--- src/rtl/mem_fill_seq.sv ---
// mem_fill_seq: memory-initialisation sequencer for a single-port RAM.
// An accepted start captures mode, base address, length and fill value. The block
// then issues one write per clock: addr = base + i (wrapping), with data chosen by mode.
// Optional feature: define MEMFILL_CHECKSUM_EN to add a running checksum output that
// sums every data word written.
// Reset rst_n is asynchronous and active-high (1 = reset); this matches the
// surrounding codebase.
module mem_fill_seq #(
  parameter int ADDR_W = 8,
  parameter int DATA_W = 8
) (
  input  logic              clk,
  input  logic              rst_n,
  input  logic              start,
  input  logic [1:0]        mode,
  input  logic [ADDR_W-1:0] base_addr,
  input  logic [ADDR_W:0]   count,
  input  logic [DATA_W-1:0] fill_val,
  input  logic              abort,
  output logic              wren,
  output logic [ADDR_W-1:0] addr,
  output logic [DATA_W-1:0] data,
  output logic              busy,
  output logic              done
`ifdef MEMFILL_CHECKSUM_EN
  ,
  output logic [DATA_W-1:0] checksum
`endif
);

  typedef enum logic [1:0] {
    S_IDLE  = 2'd0,
    S_WRITE = 2'd1,
    S_DONE  = 2'd2
  } state_t;

  localparam logic [1:0] MODE_IDENT = 2'b00;
  localparam logic [1:0] MODE_CONST = 2'b01;
  localparam logic [1:0] MODE_DESC  = 2'b10;

  localparam logic [ADDR_W:0]   IDX_ONE  = {{ADDR_W{1'b0}}, 1'b1};
  localparam logic [ADDR_W:0]   IDX_ZERO = '0;
  localparam logic [ADDR_W-1:0] ADDR_ONE = {{(ADDR_W-1){1'b0}}, 1'b1};

  state_t            state;
  logic [1:0]        mode_q;
  logic [ADDR_W:0]   cnt_q;
  logic [ADDR_W:0]   idx_q;
  logic [DATA_W-1:0] fill_q;
  logic              accept;
  logic              last_write;
  logic [ADDR_W:0]   idx_next;

  // Data word for index i of an n-long fill. The index is truncated or
  // zero-extended to DATA_W.
  function automatic logic [DATA_W-1:0] pattern(
    input logic [1:0]        m,
    input logic [ADDR_W:0]   i,
    input logic [ADDR_W:0]   n,
    input logic [DATA_W-1:0] f
  );
    logic [ADDR_W:0] desc;
    desc = n - i - IDX_ONE;
    case (m)
      MODE_IDENT: pattern = DATA_W'(i);
      MODE_CONST: pattern = f;
      MODE_DESC:  pattern = DATA_W'(desc);
      default:    pattern = DATA_W'(i) ^ f;
    endcase
  endfunction

  // start is honoured only in IDLE and DONE. The write currently on the port is the
  // last one when the next index would reach the latched count.
  assign accept     = start && (state != S_WRITE);
  assign idx_next   = idx_q + IDX_ONE;
  assign last_write = (idx_next == cnt_q);

  // Sequencer FSM: every output is registered here, so the RAM port is glitch-free.
  // NOTE: sequential state uses non-blocking (<=) so every register samples the
  // pre-edge values, independent of statement order.
  always_ff @(posedge clk or posedge rst_n) begin
    if (rst_n) begin
      state  <= S_IDLE;
      mode_q <= '0;
      cnt_q  <= '0;
      idx_q  <= '0;
      fill_q <= '0;
      wren   <= 1'b0;
      addr   <= '0;
      data   <= '0;
      busy   <= 1'b0;
      done   <= 1'b0;
    end else if (accept) begin
      // Latch the request. The first write goes out on this same edge.
      mode_q <= mode;
      cnt_q  <= count;
      fill_q <= fill_val;
      idx_q  <= '0;
      addr   <= base_addr;
      if (count != IDX_ZERO) begin
        state <= S_WRITE;
        wren  <= 1'b1;
        busy  <= 1'b1;
        done  <= 1'b0;
        data  <= pattern(mode, IDX_ZERO, count, fill_val);
      end else begin
        state <= S_DONE;
        wren  <= 1'b0;
        busy  <= 1'b0;
        done  <= 1'b1;
      end
    end else begin
      case (state)
        S_WRITE: begin
          if (abort) begin
            // abort takes priority over the final-write transition.
            state <= S_IDLE;
            wren  <= 1'b0;
            busy  <= 1'b0;
          end else if (last_write) begin
            state <= S_DONE;
            wren  <= 1'b0;
            busy  <= 1'b0;
            done  <= 1'b1;
          end else begin
            idx_q <= idx_next;
            addr  <= addr + ADDR_ONE;
            data  <= pattern(mode_q, idx_next, cnt_q, fill_q);
          end
        end
        S_IDLE, S_DONE: ;
        default: begin
          state <= S_IDLE;
          wren  <= 1'b0;
          busy  <= 1'b0;
          done  <= 1'b0;
        end
      endcase
    end
  end

`ifdef MEMFILL_CHECKSUM_EN
  // Running checksum. The RAM commits the word on every edge that sees wren=1, aborted
  // edges included, so an aborted fill keeps the sum of the words actually written.
  always_ff @(posedge clk or posedge rst_n) begin
    if (rst_n) begin
      checksum <= '0;
    end else if (accept) begin
      checksum <= '0;
    end else if (state == S_WRITE) begin
      checksum <= checksum + data;
    end
  end
`endif

endmodule

--- config.mk ---
export PLATFORM = sky130hd
export DESIGN_NAME = mem_fill_seq
export DESIGN_NICKNAME = d
export VERILOG_FILES = /design/src/rtl/mem_fill_seq.sv
export SDC_FILE = /design/constraint.sdc
export NUM_CORES = 1
export LEC_CHECK = 0
export BUFFER_PORTS_ARGS = -buffer_cell sky130_fd_sc_hd__buf_2
export CORE_AREA = 8 8 79 109
export CTS_BUF_LIST = sky130_fd_sc_hd__clkbuf_8
export DETAILED_ROUTE_END_ITERATION = 16
export DIE_AREA = 0 0 87 117
export MAX_ROUTING_LAYER = met4
export PLACE_DENSITY_LB_ADDON = 0.3
export SETUP_SLACK_MARGIN = 0.15
export SYNTH_ARGS = -nofsm -noshare
export SYNTH_HDL_FRONTEND = slang
export SYNTH_SLANG_ARGS = --single-unit
--- constraint.sdc ---
create_clock -name clk -period 7 [get_ports clk]
set_clock_uncertainty 0.1 [all_clocks]
set_input_delay 0.7 -clock clk [delete_from_list [all_inputs] [get_ports clk]]
set_output_delay 0.7 -clock clk [all_outputs]
set_load 0.005 [all_outputs]
==> Word level (Yosys, flattened, before mapping) <==
Index checks and enable logic that the tools add are counted.
{ "word_totals": {"word_cells": 70, "output_inout_bits": 19, "regBits": 48} }
{ "classes": {"reduce_logical": 11, "n_eq_ne": 14, "n_addsub": 5, "mux": 30, "bitwise_logic": 1} }
{ "ops": {"columns": ["op", "count"], "rows": [
  ["$mux 8", 9],
  ["$mux 9", 4],
  ["$pmux 8 s3", 1],
  ["$pmux 8 s2", 1],
  ["$sub 8x1->8 const B", 2],
  ["$add 9x1->9 const B", 1],
  ["$eq 9x9->1", 1],
  ["$reduce_bool 9->1", 1],
  ["$add 8x1->8 const B", 1],
  ["$mux 1", 8],
  ["$mux 2", 4],
  ["$sub 8x8->8", 1],
  ["$xor 8x8->8", 1],
  ["$eq 2x2->1 const B", 3],
  ["$logic_not 2->1", 3],
  ["$ne 2x1->1 const B", 3],
  ["$ne 3x3->1 const B", 2],
  ["$reduce_and 3->1", 2],
  ["$eq 2x1->1 const B", 2],
  ["$ne 2x2->1 const B", 2],
  ["$ne 4x4->1 const B", 1],
  ["$pmux 1 s2", 2],
  ["$pmux 2 s2", 1],
  ["$reduce_and 4->1", 1],
  ["4 further kinds", 4]
]} }

==> Logic depth before layout (Yosys ltp) <==
Gate-level depths: netlist of the first run.
{ "logic_depth": {"word_depth": 8, "depth_mapped": 13} }

==> Worst setup path after synthesis of the first run <==
No wires, ideal clock.
{ "synth_timing": {"path_kind": "register to register", "from": "reg idx_q[0]", "to": "reg data[6]", "stages_incl_launch_ff": 12, "path_buffers": 0, "t_arrival_ns": 2.578, "setup_ns": 0.121, "required_ns": 6.779, "slack_ns": 4.201, "path_cell_list": "dfrtp_1 > ha_1 > xor2_1 > inv_1 > ha_1 > a211o_1 > a2111oi_0 > a41oi_1 > o2111ai_1 > xor2_1 > o211ai_1 > a22o_1"} }
{ "synth_between": {"elab_chain_len": 8, "elab_cells_between_ends": 12, "cone_classes": "add/sub (3); eq/ne (2); mux (5); bitwise (1); reduce/logical (1)"} }
{ "synth_lines": {"columns": ["item", "line", "text"], "rows": [
  ["from (decl)", "48", "logic [ADDR_W:0] idx_q;"],
  ["from (signal assigned)", "126", "idx_q <= idx_next;"],
  ["$add 9x1->9 (*)", "75", "assign idx_next = idx_q + IDX_ONE;"],
  ["$sub 8x8->8", "63", "desc = n - i - IDX_ONE;"],
  ["$sub 8x1->8", "63", null],
  ["$pmux 8 s3", "64", "case (m)"],
  ["$mux 8", "120", "end else if (last_write) begin"],
  ["$mux 8", "115", "if (abort) begin"],
  ["$mux 8", "113", "case (state)"],
  ["$mux 8", "93", "end else if (accept) begin"],
  ["to (signal assigned)", "105", "data <= pattern(mode, IDX_ZERO, count, fill_val);"],
  ["to (signal assigned)", "128", "data <= pattern(mode_q, idx_next, cnt_q, fill_q);"],
  ["to (decl)", "22", "output logic [DATA_W-1:0] data,"]
]} }
Mark *: on every way between the ends. The rest lies on a longest branch, timed or not. The select of a mux whose other input is x is not followed.
A chain may end at the register's enable or synchronous reset.

==> Final worst setup path of the first run <==
{ "layout_timing": {"from": "reg idx_q[0]", "to": "reg data[5]"} }
The elaborated chain is that of the path after synthesis.

==> impl_metrics.ini, run 1 <==
[global_route]
grtUsageTotal_pct = 17.0
grt_pass1_vias = 2750
grt_remaining_overflow = 0
grt_pass1_wl_um = 13300
antenna_found_initial = 0
grt_max_degree = 48

[clocking]
cts-root-buf = clkbuf_8
cts.path.max_buffers = 2
clk_pin_slew_ps = 100
clkLatencyLatePin_ps = 310
cts.sinks = 47
cts.htree.levels = 2
cts_buffers = 5
cts_resized = 0
cts_setup_buffers = 0
cts_tree = yes
ctsHoldBuffers = 0

[die]
dieArea_um2 = 10200
die_x_um = 87
io_pins = 50
placement_rows = 37
design.core.area_um2 = 7080
die_h_um = 117
initial_core_util_pct = 42.8

[timing]
worst_pin_slew_ps = 1010
hold_ws_ps = 388
post-route-period-util_pct = 54.2
relSlewSlack_pct = 32.8
slew_viol_final = 0
finalSetupTns_ps = 0
hold_viol = 0
min_period_ps = 3800
max_freq_mhz = 263
setup_violations = 0
rsz0062_at_grt = false

[setup_path]
cp.required_ps = 7110
cpPeakStageDelay_ps = 850
crit_arrival_ps = 3910
crit_buf_inv = 2
path_max_fanout = 31
crit_family = compound AO/OA/AOI/OAI gates
worst_setup_path_end_kind = flop
cp-start-kind = flop
critical_path_class = flop to flop
cp_slowest_cell = a41o_1
crit_chain = ha_1, xor2_1, inv_1, ha_1, nand4_1, nor2_1, a41o_1, o21a_1, inv_1, o22a_1

[logic_synthesis]
syn_nets = 397
synth_top_family_by_area = simple AND/OR/NAND/NOR gates
postSynthCellCount = 356
synthMuxAreaShare_pct = 1.03
synth-compound-area-share_pct = 20.5
ys_seq_area_share_pct = 38.8
ys_warn_count = 0
synth_edf_count = 0
ys.flop_type = dfrtp_1
syn_area_per_cell_um2 = 8.52
syn_area_um2 = 3030
synth-xor-area-share_pct = 8.62
synthSimpleGateAreaFrac_pct = 21.9
synthAdderAreaFrac_pct = 4.70
synth-async-reset-ratio_pct = 100
yosysUniqueCellTypes = 60
ys_seq_elements = 47

[hold_path]
hp-class = flop to flop

[power_and_ir_drop]
leakage_nw = 1.60
irDropWorstVdd_mv = 0.182
combPwrFrac_pct = 49.2
p_clk_share_pct = 14.9
p_int_uw = 786
power.switching_uw = 611
seqPwrFrac_pct = 35.8
power_density_nw_per_um2 = 406
swShare_pct = 43.8

[routing]
firstDrtPassIters = 4
post_drt_via_cell_ratio = 5.45
ant_nets = 0
drcViolationCount = 0
wl_per_cell_um = 16.2
drtIter0Drc = 180
drt_wl_total_um = 8020
vias = 2690

[layout]
area_growth_pct = 13.4
num_antenna_cells = 0
fin_nets = 437
drive_above_1_share_pct = 16.4
stdcell_count = 494

[outcome]
status = completed

[placed_design]
port_buffers = 49
place_congestion = 0.925
dp_hpwl_um = 5950
dp.cells = 486

[flow_run]
drv_cap = 0
==> path summary, 6_finish.rpt <==
path,start,to,slack [ps],cells after the start
worst max-delay path,idx_q[0],data[5],3200,10
worst min-delay path,data[2],data[2],390,2
worst max register to register,idx_q[0],data[5],3200,10
worst min register to register,data[2],data[2],390,2
max in group asynchronous,rst_n,idx_q[3],5650,2
min in group asynchronous,rst_n,data[5],520,2
==> power by group through the flow <==
stage          Sequential (mW)  Clock, mW  Combinational [mW]
2_1_floorplan            0.464          0               0.529
3_3_place_gp             0.499          0               0.678
3_5_place_dp             0.505          0               0.688
4_1_cts                  0.499      0.213               0.692
5_1_grt                  0.519      0.221               0.775
6_report                 0.501      0.209               0.688
==> cell usage after synthesis (all sizes together) (3+ instances only) <==
cell type | number | area share, %
nand2 | 74 | 9.2
o21ai | 25 | 4.1
a21o | 3 | 0.74
a31oi | 5 | 1.0
nor3 | 8 | 1.5
buf | 6 | 1.4
nand4 | 3 | 0.62
xnor2 | 11 | 3.2
nor3b | 4 | 0.99
xor2 | 11 | 3.2
ha | 9 | 3.7
o31ai | 6 | 1.5
a21oi | 13 | 2.1
clkbuf | 12 | 1.5
nor2b | 4 | 0.82
dfrtp | 47 | 39
a211oi | 10 | 2.5
o22ai | 4 | 0.82
nand2b | 5 | 1.0
nand3 | 10 | 1.6
inv | 13 | 1.6
nor2 | 26 | 3.2
a221oi | 3 | 0.87
==> stage by stage <==
step / utilization (%) / cell area [um2] / power, mW / setup slack [ps]
6_report: 48.6 / 3440 / 1.40 / 3200
5_1_grt: 48.6 / 3440 / 1.51 / 2800
4_1_cts: 48.6 / 3440 / 1.40 / 3200
3_5_place_dp: 47.0 / 3330 / 1.19 / 3230
3_3_place_gp: 47.0 / 3330 / 1.18 / 3400
2_1_floorplan: - / 3030 / 0.994 / 4200
==> final cells by class <==
type	count	area [um2]
Sequential cell	47	1180
Clock buffer	5	68.8
Multi-Input combinational cell	278	1720
Timing Repair Buffer	51	260
Fill cell	678	3640
Clock inverter	3	43.8
Tap cell	97	121
Inverter	13	48.8
==> cells in the final DEF, fill, tap and decap left out, types with 2 or more instances in the layout <==
cell type  count
nand2_1       74
buf_2         49
dfrtp_1       47
nor2_1        26
o21ai_0       25
a21oi_1       13
inv_1         12
xnor2_1       11
xor2_1        11
nand3_1       10
a211oi_1      10
ha_1           9
nor3_1         7
o31ai_1        6
nand2b_1       5
a31oi_1        5
clkbuf_8       5
nor2b_1        4
o22ai_1        4
nor3b_1        4
nand4_1        3
a221oi_1       3
a21o_1         3
xnor3_1        2
and2_1         2
nor4_1         2
o21a_1         2
mux2i_1        2
o41ai_1        2
a211o_1        2
a2111oi_0      2
and3b_1        2
o211ai_1       2
a221o_1        2
buf_4          2
==> registers in the layout, summed over array words and instances, names as in the netlist <==
| name | count |
|---|---|
| idx_q | 9 |
| cnt_q | 9 |
| fill_q | 8 |
| done | 1 |
| addr | 8 |
| data | 8 |
| state | 2 |
| mode_q | 2 |
==> per-layer routing <==
| metal | up-vias | routed length (um) | track usage (%) |
|---|---|---|---|
| li1 | 1341 | - | - |
| met1 | 1281 | 3400 | 19.5 |
| met2 | 56 | 4200 | 30.1 |
| met3 | 12 | 306 | 2.52 |
| met4 | 0 | 115 | 4.50 |
| met5 | - | 0 | - |
==> kinds of logic after synthesis <==
| logic type | after synthesis |
|---|---|
| multiplexers | 3 |
| XOR/XNOR | 25 |
| flip-flops | 47 |
| AO/OA/AOI/OAI | 93 |
| adder cells (fa/ha/maj) | 11 |
| buffers and inverters | 31 |
| AND/OR/NAND/NOR | 146 |
==> worst min-delay path, cell delays in order (launching register included) <==
cell     delay [ps]
dfrtp_1         350
nand2_1          50
o31ai_1          60
No activity file was read; power rests on OpenSTA's default activity.
==> inputs of run 2 (changes only) <==
Clock period 7 ns to 3.7 ns, I/O delays scaled along.
==> impl_metrics.ini, run 2 (synthesis results as in run 1) <==
[outcome]
status = completed

[layout]
final_cell_mix = 74 x nand2_1, 49 x buf_2, 47 x dfrtp_1
drive_above_1_share_pct = 16.6
final_common_cell = nand2_1
area_growth_pct = 13.6
final_core_util_pct = 48.7
stdcell_count = 495
final_area_um2 = 3450
fin_nets = 439
reg.largest.list = cnt_q (9), idx_q (9)
num_antenna_cells = 0

[setup_path]
cp_slowest_cell = dfrtp_1
cp.required_ps = 3780
crit_arrival_ps = 3380
cpPeakStageDelay_ps = 500
path_max_fanout = 9
critical_path_class = flop to flop
worst_setup_path_end_kind = flop
cp_num_cells = 10
r2r_end = data[7]
cp-start-kind = flop
crit_buf_inv = 0
regToRegStartpoint = idx_q[0]
crit_start = idx_q[0]
crit_chain = ha_1, nand3_1, xor2_1, ha_1, or3_1, o211ai_1, maj3_1, mux2_2, o21ai_0, a31oi_1
critPathCapture = data[7]
crit_top_cell = ha_1
reg2reg_setup_slack_ps = 400
reg2regPathDepth = 10
crit_family = adder cells

[die]
placement_rows = 37
dieArea_um2 = 10200
initial_core_util_pct = 42.8
die_h_um = 117
die_x_um = 87
design.core.area_um2 = 7080
io_pins = 50

[routing]
firstDrtPassIters = 4
post_drt_via_cell_ratio = 5.43
ant_nets = 0
drtIter0Drc = 135
drt_wl_total_um = 7820
vias = 2689
wl_per_cell_um = 15.8
drcViolationCount = 0

[timing]
worst_pin_slew_ps = 1020
min_period_ps = 3300
slew_viol_final = 0
post-route-period-util_pct = 89.1
rsz0062_at_grt = false
setup_violations = 0
hold_viol = 0
hold_ws_ps = 168
relSlewSlack_pct = 31.9
max_freq_mhz = 303
finalSetupTns_ps = 0
setup_slack_ps = 404

[global_route]
grt_pass1_wl_um = 13100
grt_remaining_overflow = 0
grtUsageTotal_pct = 16.8
antenna_found_initial = 0
grt_max_degree = 48
grt_pass1_vias = 2686

[hold_path]
worstHoldStart = fill_val[3]
hp-class = input pin to flop

[clocking]
cts-root-buf = clkbuf_8
clkLatencyLatePin_ps = 300
ctsHoldBuffers = 0
cts_setup_buffers = 0
clk_pin_slew_ps = 90
cts.sinks = 47
cts_buffers = 5
cts_tree = yes
cts.htree.levels = 2
cts.path.max_buffers = 2
cts_resized = 0

[placed_design]
placed_cell_area_um2 = 3340
pre_cts_slack_ps = 441
dp_hpwl_um = 6030
port_buffers = 49
place_congestion = 0.886
dp.cells = 488

[power_and_ir_drop]
power_mw = 2.63
leakage_nw = 1.60
power_density_nw_per_um2 = 761
irDropWorstVdd_mv = 0.350

[flow_run]
drv_cap = 0
run 2: cell types whose count changed in the layout (fill, tap and decap cells not counted):
cell | previous run | this run
buf_4 | 2 | 4
clkinv_2 | 1 | 0
clkinv_4 | 1 | 0
clkinvlp_4 | 0 | 1
run 2: worst min path at each step:
stage	end	slack [ps]	depth (start not counted)
floorplan	cnt_q[2]	350	2
global route	fill_q[7]	170	3
CTS	fill_q[4]	160	3
finish	fill_q[3]	170	3
global placement	cnt_q[4]	370	2
detailed placement	cnt_q[4]	370	2
run 2: cell type report:
cell class,instances,area (um2)
Clock buffer,5,68.8
Clock inverter,2,37.5
Fill cell,713,3630
Inverter,13,48.8
Multi-Input combinational cell,278,1720
Sequential cell,47,1180
Tap cell,97,121
Timing Repair Buffer,53,275
run 2: report_power, final:
group          total, mW  internal [mW]  switching, mW
logic               1.31          0.576          0.730
clock network      0.376          0.198          0.178
registers          0.944          0.720          0.224
run 2: worst min-delay path, stage by stage:
cell	delay [ps]
buf_2	90
nand2_1	40
nand2_1	50
run 2: per-layer routing:
layer / share of wire (%) / vias up / track usage (%)
met1: 43 / 1272 / 19.7
met3: 4.2 / 7 / 2.66
met4: 1.2 / 0 / 4.38
met2: 52 / 63 / 29.1
li1: - / 1347 / -
met5: 0 / - / -
